File: src/rtl/sync_fifo_ex.sv
// sync_fifo_ex: single-clock FIFO, arbitrary depth, programmable thresholds, flush, sticky errors, show-ahead or registered read
module sync_fifo_ex #(
  parameter int DEPTH      = 8,
  parameter int DATA_WIDTH = 16,
  parameter int SHOWAHEAD  = 1,
  parameter int AF_LEVEL   = DEPTH - 1,
  parameter int AE_LEVEL   = 1
) (
  input  logic                         clk,
  input  logic                         reset,
  input  logic                         flush,
  input  logic [DATA_WIDTH-1:0]        wr_data,
  input  logic                         wr_en,
  output logic                         full,
  output logic                         almost_full,
  input  logic                         rd_en,
  output logic [DATA_WIDTH-1:0]        rd_data,
  output logic                         rd_valid,
  output logic                         empty,
  output logic                         almost_empty,
  output logic [$clog2(DEPTH+1)-1:0]   level,
  output logic                         overflow,
  output logic                         underflow
);
  localparam int LW = $clog2(DEPTH + 1);
  localparam int PW = $clog2(DEPTH);
  logic [DATA_WIDTH-1:0] r_mem [DEPTH];
  logic [PW-1:0]         r_wr_ptr, r_rd_ptr;
  logic [LW-1:0]         r_level;
  logic [DATA_WIDTH-1:0] r_rd_data;
  logic                  r_rd_valid, r_overflow, r_underflow;
  logic                  w_wr_acc, w_rd_acc;
  always_comb begin
    full         = r_level == LW'(DEPTH);
    empty        = r_level == '0;
    almost_full  = r_level >= LW'(AF_LEVEL);
    almost_empty = r_level <= LW'(AE_LEVEL);
    level        = r_level;
    overflow     = r_overflow;
    underflow    = r_underflow;
    w_wr_acc     = wr_en && !full;
    w_rd_acc     = rd_en && !empty;
    rd_data      = SHOWAHEAD != 0 ? r_mem[r_rd_ptr] : r_rd_data;
    rd_valid     = SHOWAHEAD != 0 ? !empty : r_rd_valid;
  end
  // memory is deliberately left uncleared by reset and flush
  always_ff @(posedge clk)
    if (w_wr_acc) r_mem[r_wr_ptr] <= wr_data;
  always_ff @(posedge clk) begin
    if (reset || flush) begin
      r_wr_ptr    <= '0;
      r_rd_ptr    <= '0;
      r_level     <= '0;
      r_rd_data   <= '0;
      r_rd_valid  <= 1'b0;
      r_overflow  <= 1'b0;
      r_underflow <= 1'b0;
    end else begin
      if (w_wr_acc) r_wr_ptr <= r_wr_ptr == PW'(DEPTH - 1) ? '0 : r_wr_ptr + 1'b1;
      if (w_rd_acc) r_rd_ptr <= r_rd_ptr == PW'(DEPTH - 1) ? '0 : r_rd_ptr + 1'b1;
      if (w_rd_acc) r_rd_data <= r_mem[r_rd_ptr];
      r_level     <= w_wr_acc && !w_rd_acc ? r_level + 1'b1 :
                     w_rd_acc && !w_wr_acc ? r_level - 1'b1 : r_level;
      r_rd_valid  <= w_rd_acc;
      r_overflow  <= r_overflow || (wr_en && full);
      r_underflow <= r_underflow || (rd_en && empty);
    end
  end
endmodule

File: config.mk
export PLATFORM = sky130hd
export DESIGN_NAME = sync_fifo_ex
export DESIGN_NICKNAME = d
export VERILOG_FILES = /design/src/rtl/sync_fifo_ex.sv
export SDC_FILE = /design/constraint.sdc
export NUM_CORES = 1
export LEC_CHECK = 0
export ABC_AREA = 1
export BUFFER_PORTS_ARGS = -buffer_cell sky130_fd_sc_hd__buf_2
export CORE_MARGIN = 3
export CORE_UTILIZATION = 41
export DETAILED_ROUTE_END_ITERATION = 12
export PLACE_DENSITY_LB_ADDON = 0.25
export SYNTH_ARGS = -nofsm -noshare
export SYNTH_HDL_FRONTEND = slang
export SYNTH_SLANG_ARGS = --single-unit
File: constraint.sdc
create_clock -name clk -period 2 [get_ports clk]
set_input_delay 0.1 -clock clk [delete_from_list [all_inputs] [get_ports clk]]
set_output_delay 0.1 -clock clk [all_outputs]
set_load 0.01 [all_outputs]
# Yosys cells after proc, flatten, opt, wreduce, memory -nomap -nowiden
# Memories as Yosys holds them, arrays and structs flattened. A register that Yosys moved wholly into a read port is not among the register bits.
# Cells that the tools add are included.
op_classes:
  addsub: 4
  n_mul: 0
  div: 0
  n_lt_le_gt_ge: 2
  n_eq_ne: 3
  n_shift: 0
  muxes: 8
  bitwise_logic: 0
  n_reduce_logical: 15
op_table:
  columns: ["operator", "count"]
  rows:
  - ["$mux W3", 4]
  - ["$mux W4", 2]
  - ["$add A3 B1 Y3 const B", 2]
  - ["$eq A3 B3 Y1 const B", 2]
  - ["$logic_and A1 B1 Y1", 6]
  - ["$add A4 B1 Y4 const B", 1]
  - ["$eq A4 B4 Y1 const B", 1]
  - ["$ge A4 B3 Y1 const B", 1]
  - ["$le A4 B1 Y1 const B", 1]
  - ["$logic_not A1 Y1", 4]
  - ["$logic_not A4 Y1", 1]
  - ["$sub A4 B1 Y4 const B", 1]
  - ["$logic_or A1 B1 Y1", 3]
  - ["$mux W1", 2]
  - ["$reduce_bool A2 Y1", 1]
totals:
  regBits: 12
  latchBits: 0
  ram_bits: 128
  mem_bits_ro: 0
  input_bits: 21
  out_inout_bits: 27
  n_memories: 1
mem_list:
  columns: ["memory", "words", "word_bits", "read_ports", "rd_ports_with_merged_regs", "wr", "line", "rtl"]
  rows:
  - ["r_mem", 8, 16, 1, 1, 1, "27", "logic [DATA_WIDTH-1:0] r_mem [DEPTH];"]

# Longest topological paths before layout
logic_depth:
  ltp_word: 7
  ltp_mapped: 12
  depth_no_buf: 12

# Worst setup path before layout
# OpenSTA, ideal clock, no wires.
synth_timing:
  path_kind: "reg-to-reg"
  startpoint: "register r_level[0], in the netlist level[0]"
  endpoint: "memory r_mem[1][0], enable pin"
  setup_time_ns: 0.388
  arrival_ns: 1.858
  t_required_ns: 1.612
  setup_slack_ns: -0.246
  stages_incl_launch_ff: 8
  n_path_buf: 0
  period_less_slack_ns: 2.246
  cell_sequence: "dfxtp_1 > inv_1 > ha_1 > nand3_2 > nand2_1 > inv_2 > nand2_1 > nor2_1"
synth_between:
  elab_chain_cells: 5
synth_rtl:
  columns: ["item", "line", "rtl"]
  rows:
  - ["start: declaration", "29", "logic [LW-1:0] r_level;"]
  - ["start signal: assignment", "62", "r_level <= w_wr_acc && !w_rd_acc ? r_level + 1'b1 :"]
  - ["$eq A4 B4 Y1", "34", "full = r_level == LW'(DEPTH);"]
  - ["$logic_not A1 Y1", "41", "w_wr_acc = wr_en && !full;"]
  - ["$logic_and A1 B1 Y1", "41", null]
  - ["named net w_wr_acc", "32", "logic w_wr_acc, w_rd_acc;"]
  - ["$mux W1", "48", "if (w_wr_acc) r_mem[r_wr_ptr] <= wr_data;"]
  - ["$mux W1 (implied by the code)", "48", null]
  - ["end: declaration", "27", null]
# The timed path passes the listed nets, and every way through them passes these cells.

# Worst setup path after layout
layout_timing:
  startpoint: "register r_level[1], in the netlist level[1]"
  endpoint: "memory r_mem[3][8], enable pin"
# Same word-level chain as after synthesis.

==> results.sh <==
export IMPL_cts_buffer_depth=2
export IMPL_start_kind="register"
export IMPL_synth_top_family_by_area="simple AND/OR/NAND/NOR gates"
export IMPL_ys_types=22
export IMPL_final_common_cell="nor2_1"
export IMPL_hold_viol_final=0
export IMPL_finalPower_mw=7.421
export IMPL_synth_avg_cell_area_sq_um=11.05
export IMPL_synthSimpleGateAreaFrac_pct=16.43
export IMPL_floorplan_initialDensity_pct=42.09
export IMPL_grt_met1_usage_pct=21.24
export IMPL_routed_wl_um=13270
export IMPL_drtIter0Drc=404
export IMPL_synth_compound_gate_area_share_pct=7.055
export IMPL_crit_type="reg2reg"
export IMPL_critPathBufInv=3
export IMPL_crit_fanout=9
export IMPL_cp_required_ps=2110
export IMPL_power_switching_mw=1.655
export IMPL_cts_sinks=143
export IMPL_synth_area_sq_mm=0.005888
export IMPL_cts_tree="yes"
export IMPL_numCtsBuffers=17
export IMPL_gr_usage_all_layers_pct=16.70
export IMPL_status="finished, final reports clean"
export IMPL_grt_pass1_vias=3898
export IMPL_endpoint_kind="register"
export IMPL_gp_congestion=0.7883
export IMPL_maxCapViolCount=0
export IMPL_grt_antenna_before_repair=0
export IMPL_holdWs_ps=1.345
export IMPL_combPwrFrac_pct=10.0
export IMPL_die_h_um=125.8
export IMPL_grt_overflow=0
export IMPL_route_detailed_drc=0
export IMPL_fin_skew_ps=6.235
export IMPL_synth_fp_nets=563
export IMPL_root_buffer="clkbuf_16"
export IMPL_drt_pass1_iterations=5
export IMPL_worst_slew_pin_slew_ps=380.5
export IMPL_core_area_sq_mm=0.01399
export IMPL_instances_no_fill=794
export IMPL_area_delta_synth_final_pct=20.23
export IMPL_powerDensity_mw_per_mm2=1048
export IMPL_post_cts_repair_setup_buffers=0
export IMPL_ys_seq_area_share_pct=70.38
export IMPL_synthXorXnorAreaFrac_pct=0.1487
export IMPL_p_seq_share_pct=45.2
export IMPL_p_int_mw=5.766
export IMPL_hp_start="wr_data[14]"
export IMPL_p_sw_share_pct=22.30
export IMPL_wire_per_inst_um=16.71
export IMPL_period_minus_slack_ps=1859
export IMPL_slew_violations=0
export IMPL_htreeDepth=4
export IMPL_nets=633
export IMPL_setup_tns_ps=0
export IMPL_utilization_pct=50.61
export IMPL_drive_above_1_share_pct=18.08
export IMPL_layout_common_cells="nor2_1, edfxtp_1, nand2_1"
export IMPL_ios=48
export IMPL_die_area_sq_mm=0.01584
export IMPL_synthAdderAreaFrac_pct=1.912
export IMPL_dieWidth_um=125.8
export IMPL_dpl_hpwl_um=8694
export IMPL_hold_path_class="in2reg"
export IMPL_port_buffer_count=47
export IMPL_cpPeakStageDelay_ps=380
export IMPL_globalRoute_busiestLayer="met2"
export IMPL_yosysWarnings=0
export IMPL_critPathLaunch="level[1]$_SDFFE_PP0P_"
export IMPL_synthCells=533
export IMPL_critPathArrivalTime_ps=1970
export IMPL_maxSlewHeadroom_pct=74.60
export IMPL_clock_fmax_ghz=0.5379
export IMPL_row_count=43
export IMPL_worst_path_max_delay_cell="dfxtp_1"
export IMPL_met2_usage_pct=28.98
export IMPL_ant_nets=0
export IMPL_via_per_inst=4.977
export IMPL_path_clk_slew_ps=60
export IMPL_power_frac_clock_pct=44.7
export IMPL_vias=3952
export IMPL_crit_chain="inv_1, ha_1, nand3_2, nand2_2, inv_2, nand2_1, nor2_1, buf_4"
export IMPL_antenna_cells=0
export IMPL_grt_max_degree=65
export IMPL_ys_ff_latch=143
export IMPL_peakVddDrop_uv=477.0
export IMPL_clock_latency_ps=410
export IMPL_critPathTopFamily="simple AND/OR/NAND/NOR gates"
export IMPL_met3_usage_pct=3.393
export IMPL_setup_viol=0
export IMPL_rr_startpoint="level[1]$_SDFFE_PP0P_"
export IMPL_fillers=1249
export IMPL_post_route_period_util_pct=92.95
export IMPL_muxShareOfSynthArea_pct=0
export IMPL_grt_pass1_wl_um=20600
export IMPL_leakage_nw=2.756
export IMPL_dp_cells=759
## path summary, 6_finish.rpt
kind                                  to  depth (start not counted)  slack, ps
setup / recovery   r_mem[3][8]$_DFFE_PP_                          8        140
hold / removal    r_mem[7][14]$_DFFE_PP_                          1          1
setup reg to reg   r_mem[3][8]$_DFFE_PP_                          8        140
hold reg to reg      overflow$_SDFF_PP0_                          2        450
## final cells by class
cell class / instances / area, sq um / area share (%)
Inverter: 22 / 85.08 / 1.202
Clock inverter: 13 / 196.4 / 2.775
Sequential cell: 143 / 4145 / 58.55
Tap cell: 180 / 225.2 / 3.181
Timing Repair Buffer: 74 / 490.5 / 6.928
Multi-Input combinational cell: 345 / 1511 / 21.35
Clock buffer: 17 / 425.4 / 6.009
## cells by family after synthesis
family,after synthesis
compound gates,82
xor+xnor,1
fa+ha+maj,9
buf+inv,45
flops,143
simple gates,253
## per-layer routing
layer,wire [um],vias up
met4,221,0
met5,0,-
met2,6754,92
li1,-,1942
met3,519,20
met1,5775,1898
## stage by stage
step | cell area (sq um) | setup WS, ps
3_3_place_gp | 6382 | 127.6
6_report | 7079 | 141.0
4_1_cts | 7044 | 34.13
3_5_place_dp | 6382 | 109.1
2_1_floorplan | 5888 | -246.1
5_1_grt | 7079 | -23.29
## flip-flops by register name, indices dropped and copies added (netlist names), named ones only
name       count
overflow       1
r_rd_ptr       3
r_mem        128
level          4
r_wr_ptr       3
underflow      1
## synth_stat cells
library cell	number	share of area, %
nor2_1	147	9.4
buf_2	12	1.0
dfxtp_1	15	5.1
nand3_1	1	0.085
nand3_2	1	0.17
o211ai_1	1	0.13
o21ai_1	66	5.6
o21ai_0	7	0.59
inv_2	8	0.51
inv_1	14	0.89
nand4_1	3	0.32
buf_6	6	1.1
a21oi_1	7	0.59
buf_1	1	0.064
xnor2_1	1	0.15
nor2_2	1	0.11
edfxtp_1	128	65
o21a_1	1	0.13
clkbuf_1	1	0.064
buf_4	3	0.38
nand2_1	100	6.4
ha_1	9	1.9
## power by group through the flow
| stage | sequential (mW) | combinational (mW) | clock (mW) |
|---|---|---|---|
| CTS | 3.35 | 0.747 | 3.37 |
| global route | 3.36 | 0.836 | 3.51 |
| global placement | 3.41 | 0.731 | 0 |
| floorplan | 3.42 | 0.454 | 0 |
| detailed placement | 3.42 | 0.737 | 0 |
| finish | 3.36 | 0.745 | 3.32 |
## repair_timing
action                     4_1_cts  5_1_grt
hold endpoints to repair         4        0
setup endpoints to repair        0       63
hold buffers                     4        0
resized for setup                0        6
(Power assumes the default switching activity.)
